===== src/rtl/jtag_dmi_sequencer.sv =====
// rtl/jtag_dmi_sequencer.sv - JTAG DTM sequencer turning DMI/DTMCS DR updates into debug-module requests (optional: JTAG_DMI_TIMEOUT_EN)
module jtag_dmi_sequencer #(
  parameter int         ADDR_W         = 7,
  parameter int         DATA_W         = 32,
  parameter logic [4:0] INSTR_DTMCS    = 5'h10,
  parameter logic [4:0] INSTR_DMI      = 5'h11,
  parameter logic [2:0] IDLE_HINT      = 3'd5,
  parameter int         TIMEOUT_CYCLES = 256
) (
  input  logic                       _clock_falling_T_1,
  input  logic                       io_control_jtag_reset,
  input  logic [4:0]                 instruction,
  input  logic                       dr_capture,
  input  logic                       dr_update,
  input  logic [ADDR_W+DATA_W+1:0]   dmi_update_bits,
  input  logic [31:0]                dtmcs_update_bits,
  output logic [ADDR_W+DATA_W+1:0]   dmi_capture_bits,
  output logic [31:0]                dtmcs_capture_bits,
  output logic                       req_valid,
  input  logic                       req_ready,
  output logic [ADDR_W-1:0]          req_addr,
  output logic [DATA_W-1:0]          req_data,
  output logic [1:0]                 req_op,
  input  logic                       resp_valid,
  output logic                       resp_ready,
  input  logic [DATA_W-1:0]          resp_data,
  input  logic [1:0]                 resp_op,
  output logic                       busy
);

  localparam int DMI_W = ADDR_W + DATA_W + 2;

  typedef enum logic [1:0] {S_IDLE, S_REQ, S_WAIT} state_t;

  state_t              r_state;
  logic                r_req_valid;
  logic                r_resp_ready;
  logic [ADDR_W-1:0]   r_req_addr;
  logic [DATA_W-1:0]   r_req_data;
  logic [1:0]          r_req_op;
  logic [1:0]          r_sticky;
  logic [ADDR_W-1:0]   r_last_addr;
  logic [DATA_W-1:0]   r_last_data;
  logic [DMI_W-1:0]    r_dmi_capture;

  logic                w_dmi_update;
  logic                w_dmi_capture;
  logic                w_dtmcs_update;
  logic                w_hard_reset;
  logic                w_dmi_reset;
  logic                w_busy;
  logic [ADDR_W-1:0]   w_upd_addr;
  logic [DATA_W-1:0]   w_upd_data;
  logic [1:0]          w_upd_op;
  logic                w_violation;
  logic                w_start;
  logic                w_resp_fire;
  logic                w_timeout;
  logic [1:0]          w_sticky_next;
  logic [31:0]         w_unused_timeout;
  logic                w_unused_bits;

  assign w_dmi_update   = dr_update  && (instruction == INSTR_DMI);
  assign w_dmi_capture  = dr_capture && (instruction == INSTR_DMI);
  assign w_dtmcs_update = dr_update  && (instruction == INSTR_DTMCS);
  assign w_hard_reset   = w_dtmcs_update && dtmcs_update_bits[17];
  assign w_dmi_reset    = w_dtmcs_update && dtmcs_update_bits[16];
  assign w_busy         = (r_state != S_IDLE);

  assign w_upd_addr = dmi_update_bits[DMI_W-1 -: ADDR_W];
  assign w_upd_data = dmi_update_bits[DATA_W+1:2];
  assign w_upd_op   = dmi_update_bits[1:0];

  // Any DMI scan touching the chain while a transaction is in flight is a busy violation
  assign w_violation = w_busy && (w_dmi_update || w_dmi_capture);
  assign w_start     = !w_busy && w_dmi_update && (w_upd_op == 2'd1 || w_upd_op == 2'd2) && (r_sticky == 2'd0);
  assign w_resp_fire = (r_state == S_WAIT) && resp_valid;

  // Only bits 16/17 of DTMCS are writable; the rest, and the timeout depth in the default build, are intentionally dropped
  assign w_unused_timeout = TIMEOUT_CYCLES;
  assign w_unused_bits    = ^{dtmcs_update_bits[31:18], dtmcs_update_bits[15:0], w_unused_timeout};

`ifdef JTAG_DMI_TIMEOUT_EN
  localparam int TMR_W = ($clog2(TIMEOUT_CYCLES) > 8) ? $clog2(TIMEOUT_CYCLES) : 8;

  logic [TMR_W-1:0] r_timer;

  assign w_timeout = w_busy && !w_resp_fire && (r_timer == TMR_W'(TIMEOUT_CYCLES - 1));

  // Cycles spent in REQ/WAIT since the request was launched
  always_ff @(posedge _clock_falling_T_1 or posedge io_control_jtag_reset) begin
    if (io_control_jtag_reset) begin
      r_timer <= '0;
    end else if (w_start) begin
      r_timer <= '0;
    end else if (w_busy) begin
      r_timer <= r_timer + 1'b1;
    end
  end
`else
  assign w_timeout = 1'b0;
`endif

  // First error wins: violation, then response error, then timeout; DTMCS resets override all
  always_comb begin
    w_sticky_next = r_sticky;
    if (w_violation && w_sticky_next == 2'd0) begin
      w_sticky_next = 2'd3;
    end
    if (w_resp_fire && resp_op != 2'd0 && w_sticky_next == 2'd0) begin
      w_sticky_next = resp_op;
    end
    if (w_timeout && w_sticky_next == 2'd0) begin
      w_sticky_next = 2'd2;
    end
    if (w_dmi_reset || w_hard_reset) begin
      w_sticky_next = 2'd0;
    end
  end

  // Request/response FSM with registered handshake outputs and the DMI capture register
  always_ff @(posedge _clock_falling_T_1 or posedge io_control_jtag_reset) begin
    if (io_control_jtag_reset) begin
      r_state       <= S_IDLE;
      r_req_valid   <= 1'b0;
      r_resp_ready  <= 1'b0;
      r_req_addr    <= '0;
      r_req_data    <= '0;
      r_req_op      <= '0;
      r_sticky      <= 2'd0;
      r_last_addr   <= '0;
      r_last_data   <= '0;
      r_dmi_capture <= '0;
    end else begin
      r_sticky <= w_sticky_next;
      if (w_dmi_capture) begin
        r_dmi_capture <= {r_last_addr, r_last_data, (w_busy ? 2'd3 : r_sticky)};
      end
      if (w_hard_reset) begin
        r_state      <= S_IDLE;
        r_req_valid  <= 1'b0;
        r_resp_ready <= 1'b0;
      end else begin
        case (r_state)
          S_IDLE: begin
            if (w_start) begin
              r_state     <= S_REQ;
              r_req_valid <= 1'b1;
              r_req_addr  <= w_upd_addr;
              r_req_data  <= w_upd_data;
              r_req_op    <= w_upd_op;
              r_last_addr <= w_upd_addr;
            end
          end
          S_REQ: begin
            if (w_timeout) begin
              r_state     <= S_IDLE;
              r_req_valid <= 1'b0;
            end else if (r_req_valid && req_ready) begin
              r_state      <= S_WAIT;
              r_req_valid  <= 1'b0;
              r_resp_ready <= 1'b1;
            end
          end
          S_WAIT: begin
            if (w_resp_fire) begin
              r_last_data  <= resp_data;
              r_state      <= S_IDLE;
              r_resp_ready <= 1'b0;
            end else if (w_timeout) begin
              r_state      <= S_IDLE;
              r_resp_ready <= 1'b0;
            end
          end
          default: begin
            r_state      <= S_IDLE;
            r_req_valid  <= 1'b0;
            r_resp_ready <= 1'b0;
          end
        endcase
      end
    end
  end

  assign dmi_capture_bits   = r_dmi_capture;
  assign dtmcs_capture_bits = {17'd0, IDLE_HINT, r_sticky, 6'(ADDR_W), 4'd1};
  assign req_valid          = r_req_valid;
  assign req_addr           = r_req_addr;
  assign req_data           = r_req_data;
  assign req_op             = r_req_op;
  assign resp_ready         = r_resp_ready;
  assign busy               = w_busy;

endmodule


===== config.mk =====
export PLATFORM = sky130hd
export DESIGN_NAME = jtag_dmi_sequencer
export DESIGN_NICKNAME = d
export VERILOG_FILES = /design/src/rtl/jtag_dmi_sequencer.sv
export SDC_FILE = /design/constraint.sdc
export NUM_CORES = 1
export LEC_CHECK = 0
export ABC_CLOCK_PERIOD_IN_PS = 4370
export BUFFER_PORTS_ARGS = -buffer_cell sky130_fd_sc_hd__buf_4
export CAP_MARGIN = 20
export CORE_MARGIN = 2
export CORE_UTILIZATION = 46
export CTS_CLUSTER_DIAMETER = 200
export DETAILED_ROUTE_END_ITERATION = 8
export GPL_TIMING_DRIVEN = 0
export HOLD_SLACK_MARGIN = 0.02
export PLACE_DENSITY = 0.8
export SETUP_SLACK_MARGIN = 0.5
export SYNTH_ARGS = -nofsm -noshare
export SYNTH_HDL_FRONTEND = slang
export SYNTH_SLANG_ARGS = --single-unit
export TNS_END_PERCENT = 20

===== constraint.sdc =====
create_clock -name _clock_falling_T_1 -period 4.37 [get_ports _clock_falling_T_1]
set_input_delay 0.437 -clock _clock_falling_T_1 [delete_from_list [all_inputs] [get_ports _clock_falling_T_1]]
set_output_delay 0.437 -clock _clock_falling_T_1 [all_outputs]
set_load 0.01 [all_outputs]

### Yosys cells after proc, flatten, opt, wreduce, memory -nomap -nowiden

Index checks and enable logic that the tools add are counted.

| storage, ports and cells | value |
|---|---|
| bits in registers | 120 |
| input port bits | 118 |
| output and inout bits | 117 |
| logic and storage cells | 66 |

| cells by class | value |
|---|---|
| equal/unequal tests | 11 |
| multiplexer cells | 17 |
| bitwise gates (word level) | 1 |
| reduce and logical (&&, ||, !) cells | 28 |

Operator list:

| cell | count |
|---|---|
| two-way mux 2 bit | 8 |
| AND reduction 3 bit | 5 |
| logical AND 1 bit | 14 |
| equality test 5 bit (second input constant) | 2 |
| != test 3 bit (second input constant) | 3 |
| zero test 2 bit | 3 |
| two-way mux 1 bit | 6 |
| case mux 1 bit (3 select lines) | 2 |
| case mux 2 bit (3 select lines) | 1 |
| equality test 2 x 1 -> 1 bit (second input constant) | 2 |
| equality test 2 bit (second input constant) | 2 |
| != test 2 bit (second input constant) | 2 |
| nonzero test 2 bit | 2 |
| logical OR 1 bit | 3 |
| zero test 1 bit | 1 |
| inverter 1 bit | 1 |

### Longest topological paths before layout

| depth | value |
|---|---|
| depth in word-level cells | 10 |
| depth in mapped cells | 5 |
| gate-level depth less buffers | 3 |

==> run_results.csv <==
group,metric,value,unit
status,status,"completed",
die,boundaryPins,235,
timing,setup_viol,0,
synth,synth_cell_types,31,
global_routing,overflow,0,
die,num_rows,37,
final_layout,seqCellArea,3000,um2
drt,wl,10800,um
die,die_area,11400,um2
power_and_ir_drop,p_leak,3.89,nW
worst_setup_path,cp_cell_sequence,"clkbuf_1 -> or2_2 -> buf_4",
global_routing,antenna_found_initial,0,
synth,syn_avg_cell_area,15.2,um2
synth,synth_cells,321,
final_layout,area_delta_synth_final,44.6,%
timing,slew_viol_final,0,
synth,synth_compound_gate_area_share,0.0205,
die,coreArea,10300,um2
final_layout,final_common_cell,"buf_4",
timing,rsz0062_at_grt,"no",
final_layout,multi_input_area,1650,um2
clock_network,tritoncts.num_buffers,17,
timing,setup_ws,2.35,ns
worst_setup_path,arrival,1.58,ns
power_and_ir_drop,peakVddDrop,0.239,mV
clock_network,cts_tree,"done",
clock_network,cts.repair.resized,0,
clock_network,clock_latency,0.51,ns
timing,clock_skew,0.00691,ns
placement,port_buffers,174,
global_routing,grt.total_usage,0.194,
timing,worst_slew_pin_slew,0.710,ns
final_layout,layout_common_cells,"buf_4, dfrtp_1, mux2_2",
placement,hpwl,7950,um
worst_setup_path,required,3.93,ns
placement,place_ws,2.05,ns
final_layout,fillerInstances,758,
placement,gp_congestion,0.762,
synth,synth_xor_area_frac,0.00180,
die,die_w,107,um
clock_network,htreeDepth,4,
power_and_ir_drop,power_density,382,nW/um2
timing,timing.fmax,0.496,GHz
synth,synthMuxAreaShare,0.263,
synth,synth_top_family_by_area,"multiplexers",
hold_path,min_path_type,"in2async",
synth,synthesis.area,4870,um2
worst_setup_path,cp_slowest_stage_delay,0.38,ns
final_layout,drive_gt1_frac,0.647,
placement,numPlacedInstances,660,
global_routing,grt_pass1_vias,3405,
drt,ant_nets,0,
synth,yosys.area_share.simple,0.0293,
die,die_h,107,um
clock_network,clk_pin_slew,0.05,ns
final_layout,nets,661,
clock_network,post_cts_buffers,0,
final_layout,layout.cells.non_filler,691,
worst_setup_path,crit_slowest_cell,"dfrtp_1",
synth,synth_warnings,0,
synth,yosysSeqAreaShare,0.616,
drt,routed_via_density,4.70,
drt,dr.pass1.iters,4,
timing,hold_viol,0,
timing,period_share,0.461,
clock_network,root_buffer,"clkbuf_8",
clock_network,cts.sinks,120,
timing,slew_headroom,0.527,
worst_setup_path,critPathMaxFanout,10,
final_layout,diodes,0,
clock_network,cts_buffer_depth,2,
worst_setup_path,cp-start-kind,"flip-flop",
synth,synthAdderAreaFrac,0,
drt,drt_iter0_markers,96,
global_routing,grt_max_degree,66,
die,start_util,0.472,
worst_setup_path,endpoint_kind,"primary output",
timing,fin_crit,2.02,ns
final_layout,final_util,0.682,
synth,ys_ff_latch,120,
flow_run,drv_cap,0,
drt,num_vias,3247,
worst_setup_path,critPathKind,"reg2out",
global_routing,grt_pass1_wl,16800,um
drt,wl_per_cell,15.6,um
clock_network,cts-hold-fix-buffers,0,
drt,drc,0,
[routing by layer]
metal,global-route usage,part of all wire,vias up
met1,0.231,0.41,1591
met2,0.326,0.50,132
li1,-,-,1513
met4,0.0584,0.0073,0
met3,0.0766,0.082,11
met5,0,0,-
[metrics by stage]
| step | hold slack (ns) | total power [mW] | instance area [um2] | setup TNS [ns] |
|---|---|---|---|---|
| 2_1_floorplan | 0.459 | 1.28 | 4980 | 0 |
| 3_3_place_gp | 0.467 | 1.40 | 6450 | -44.25 |
| 3_5_place_dp | 0.477 | 1.41 | 6480 | 0 |
| 4_1_cts | 0.0675 | 2.72 | 7050 | 0 |
| 5_1_grt | 0.0995 | 2.80 | 7050 | 0 |
| 6_report | 0.0567 | 2.69 | 7050 | 0 |
[path summary, 6_finish.rpt]
check,slack [ns],start,cells past startpoint,endpoint
max,2.35,r_state[0],3,busy
min,0.06,io_control_jtag_reset,2,req_data[8]
max reg2reg,2.50,r_state[0],4,r_last_addr[4]
min reg2reg,0.49,r_last_data[4],1,dmi_capture_bits[6]
max in group asynchronous,3.57,io_control_jtag_reset,3,dmi_capture_bits[32]
min in group _clock_falling_T_1,0.16,resp_data[24],2,r_last_data[24]
[cell families (layout without fill, tap and decap cells)]
| kind of cell | count (synthesis) | count (layout) |
|---|---|---|
| xor gates and xnor gates | 1 | 1 |
| muxes | 114 | 114 |
| other | 2 | 30 |
| buffers and inverters | 49 | 255 |
| AOI/OAI and AO/OA | 13 | 13 |
| DFF | 120 | 120 |
| and+or+nand+nor | 22 | 22 |
[report_power, final]
group	switching, mW	internal (mW)	total, mW
clock network	0.480	0.818	1.30
registers	0.0189	1.14	1.16
logic	0.104	0.131	0.236
total	0.604	2.09	2.69
[critical path: cells and delay by family, from the launching register on]
family,cells,cell delay [ns]
buffers and inverters,2,0.35
AND/OR/NAND/NOR,1,0.35
flip-flops,1,0.38
[cells in the mapped netlist (all sizes together)]
library cell / n / area share
dfrtp: 120 / 0.62
mux2: 114 / 0.26
buf: 40 / 0.060
inv: 5 / 0.0039
nor2: 5 / 0.0039
a21oi: 4 / 0.0041
clkbuf: 4 / 0.0031
a31oi: 3 / 0.0039
or3: 3 / 0.0049
conb: 2 / 0.0015
nand2: 2 / 0.0015
nand4: 2 / 0.0026
nor4: 2 / 0.0026
o21ai: 2 / 0.0021
a211oi: 1 / 0.0015
a2bb2oi: 1 / 0.0018
and3: 1 / 0.0013
and3b: 1 / 0.0018
nand3: 1 / 0.0010
nand3b: 1 / 0.0015
nand4b: 1 / 0.0018
nor4b: 1 / 0.0031
nor4bb: 1 / 0.0021
o21a: 1 / 0.0015
o41ai: 1 / 0.0056
or2: 1 / 0.0013
xor2: 1 / 0.0018
[state kept, by name, summed over array words and instances (netlist names)]
name              count
r_state               2
r_last_data          32
resp_ready            1
r_last_addr           7
req_data             32
dmi_capture_bits     41
req_op                2
req_valid             1
r_sticky              2
[final cells by class]
| cell class | instances | share of cell area |
|---|---|---|
| Clock buffer | 19 | 0.0613 |
| Clock inverter | 12 | 0.0183 |
| Tap cell | 136 | 0.0242 |
| Sequential cell | 120 | 0.426 |
| Buffer | 44 | 0.0439 |
| Multi-Input combinational cell | 180 | 0.234 |
| Timing Repair Buffer | 175 | 0.189 |
| Inverter | 5 | 0.00302 |
Power figures use the tool's default switching activity.
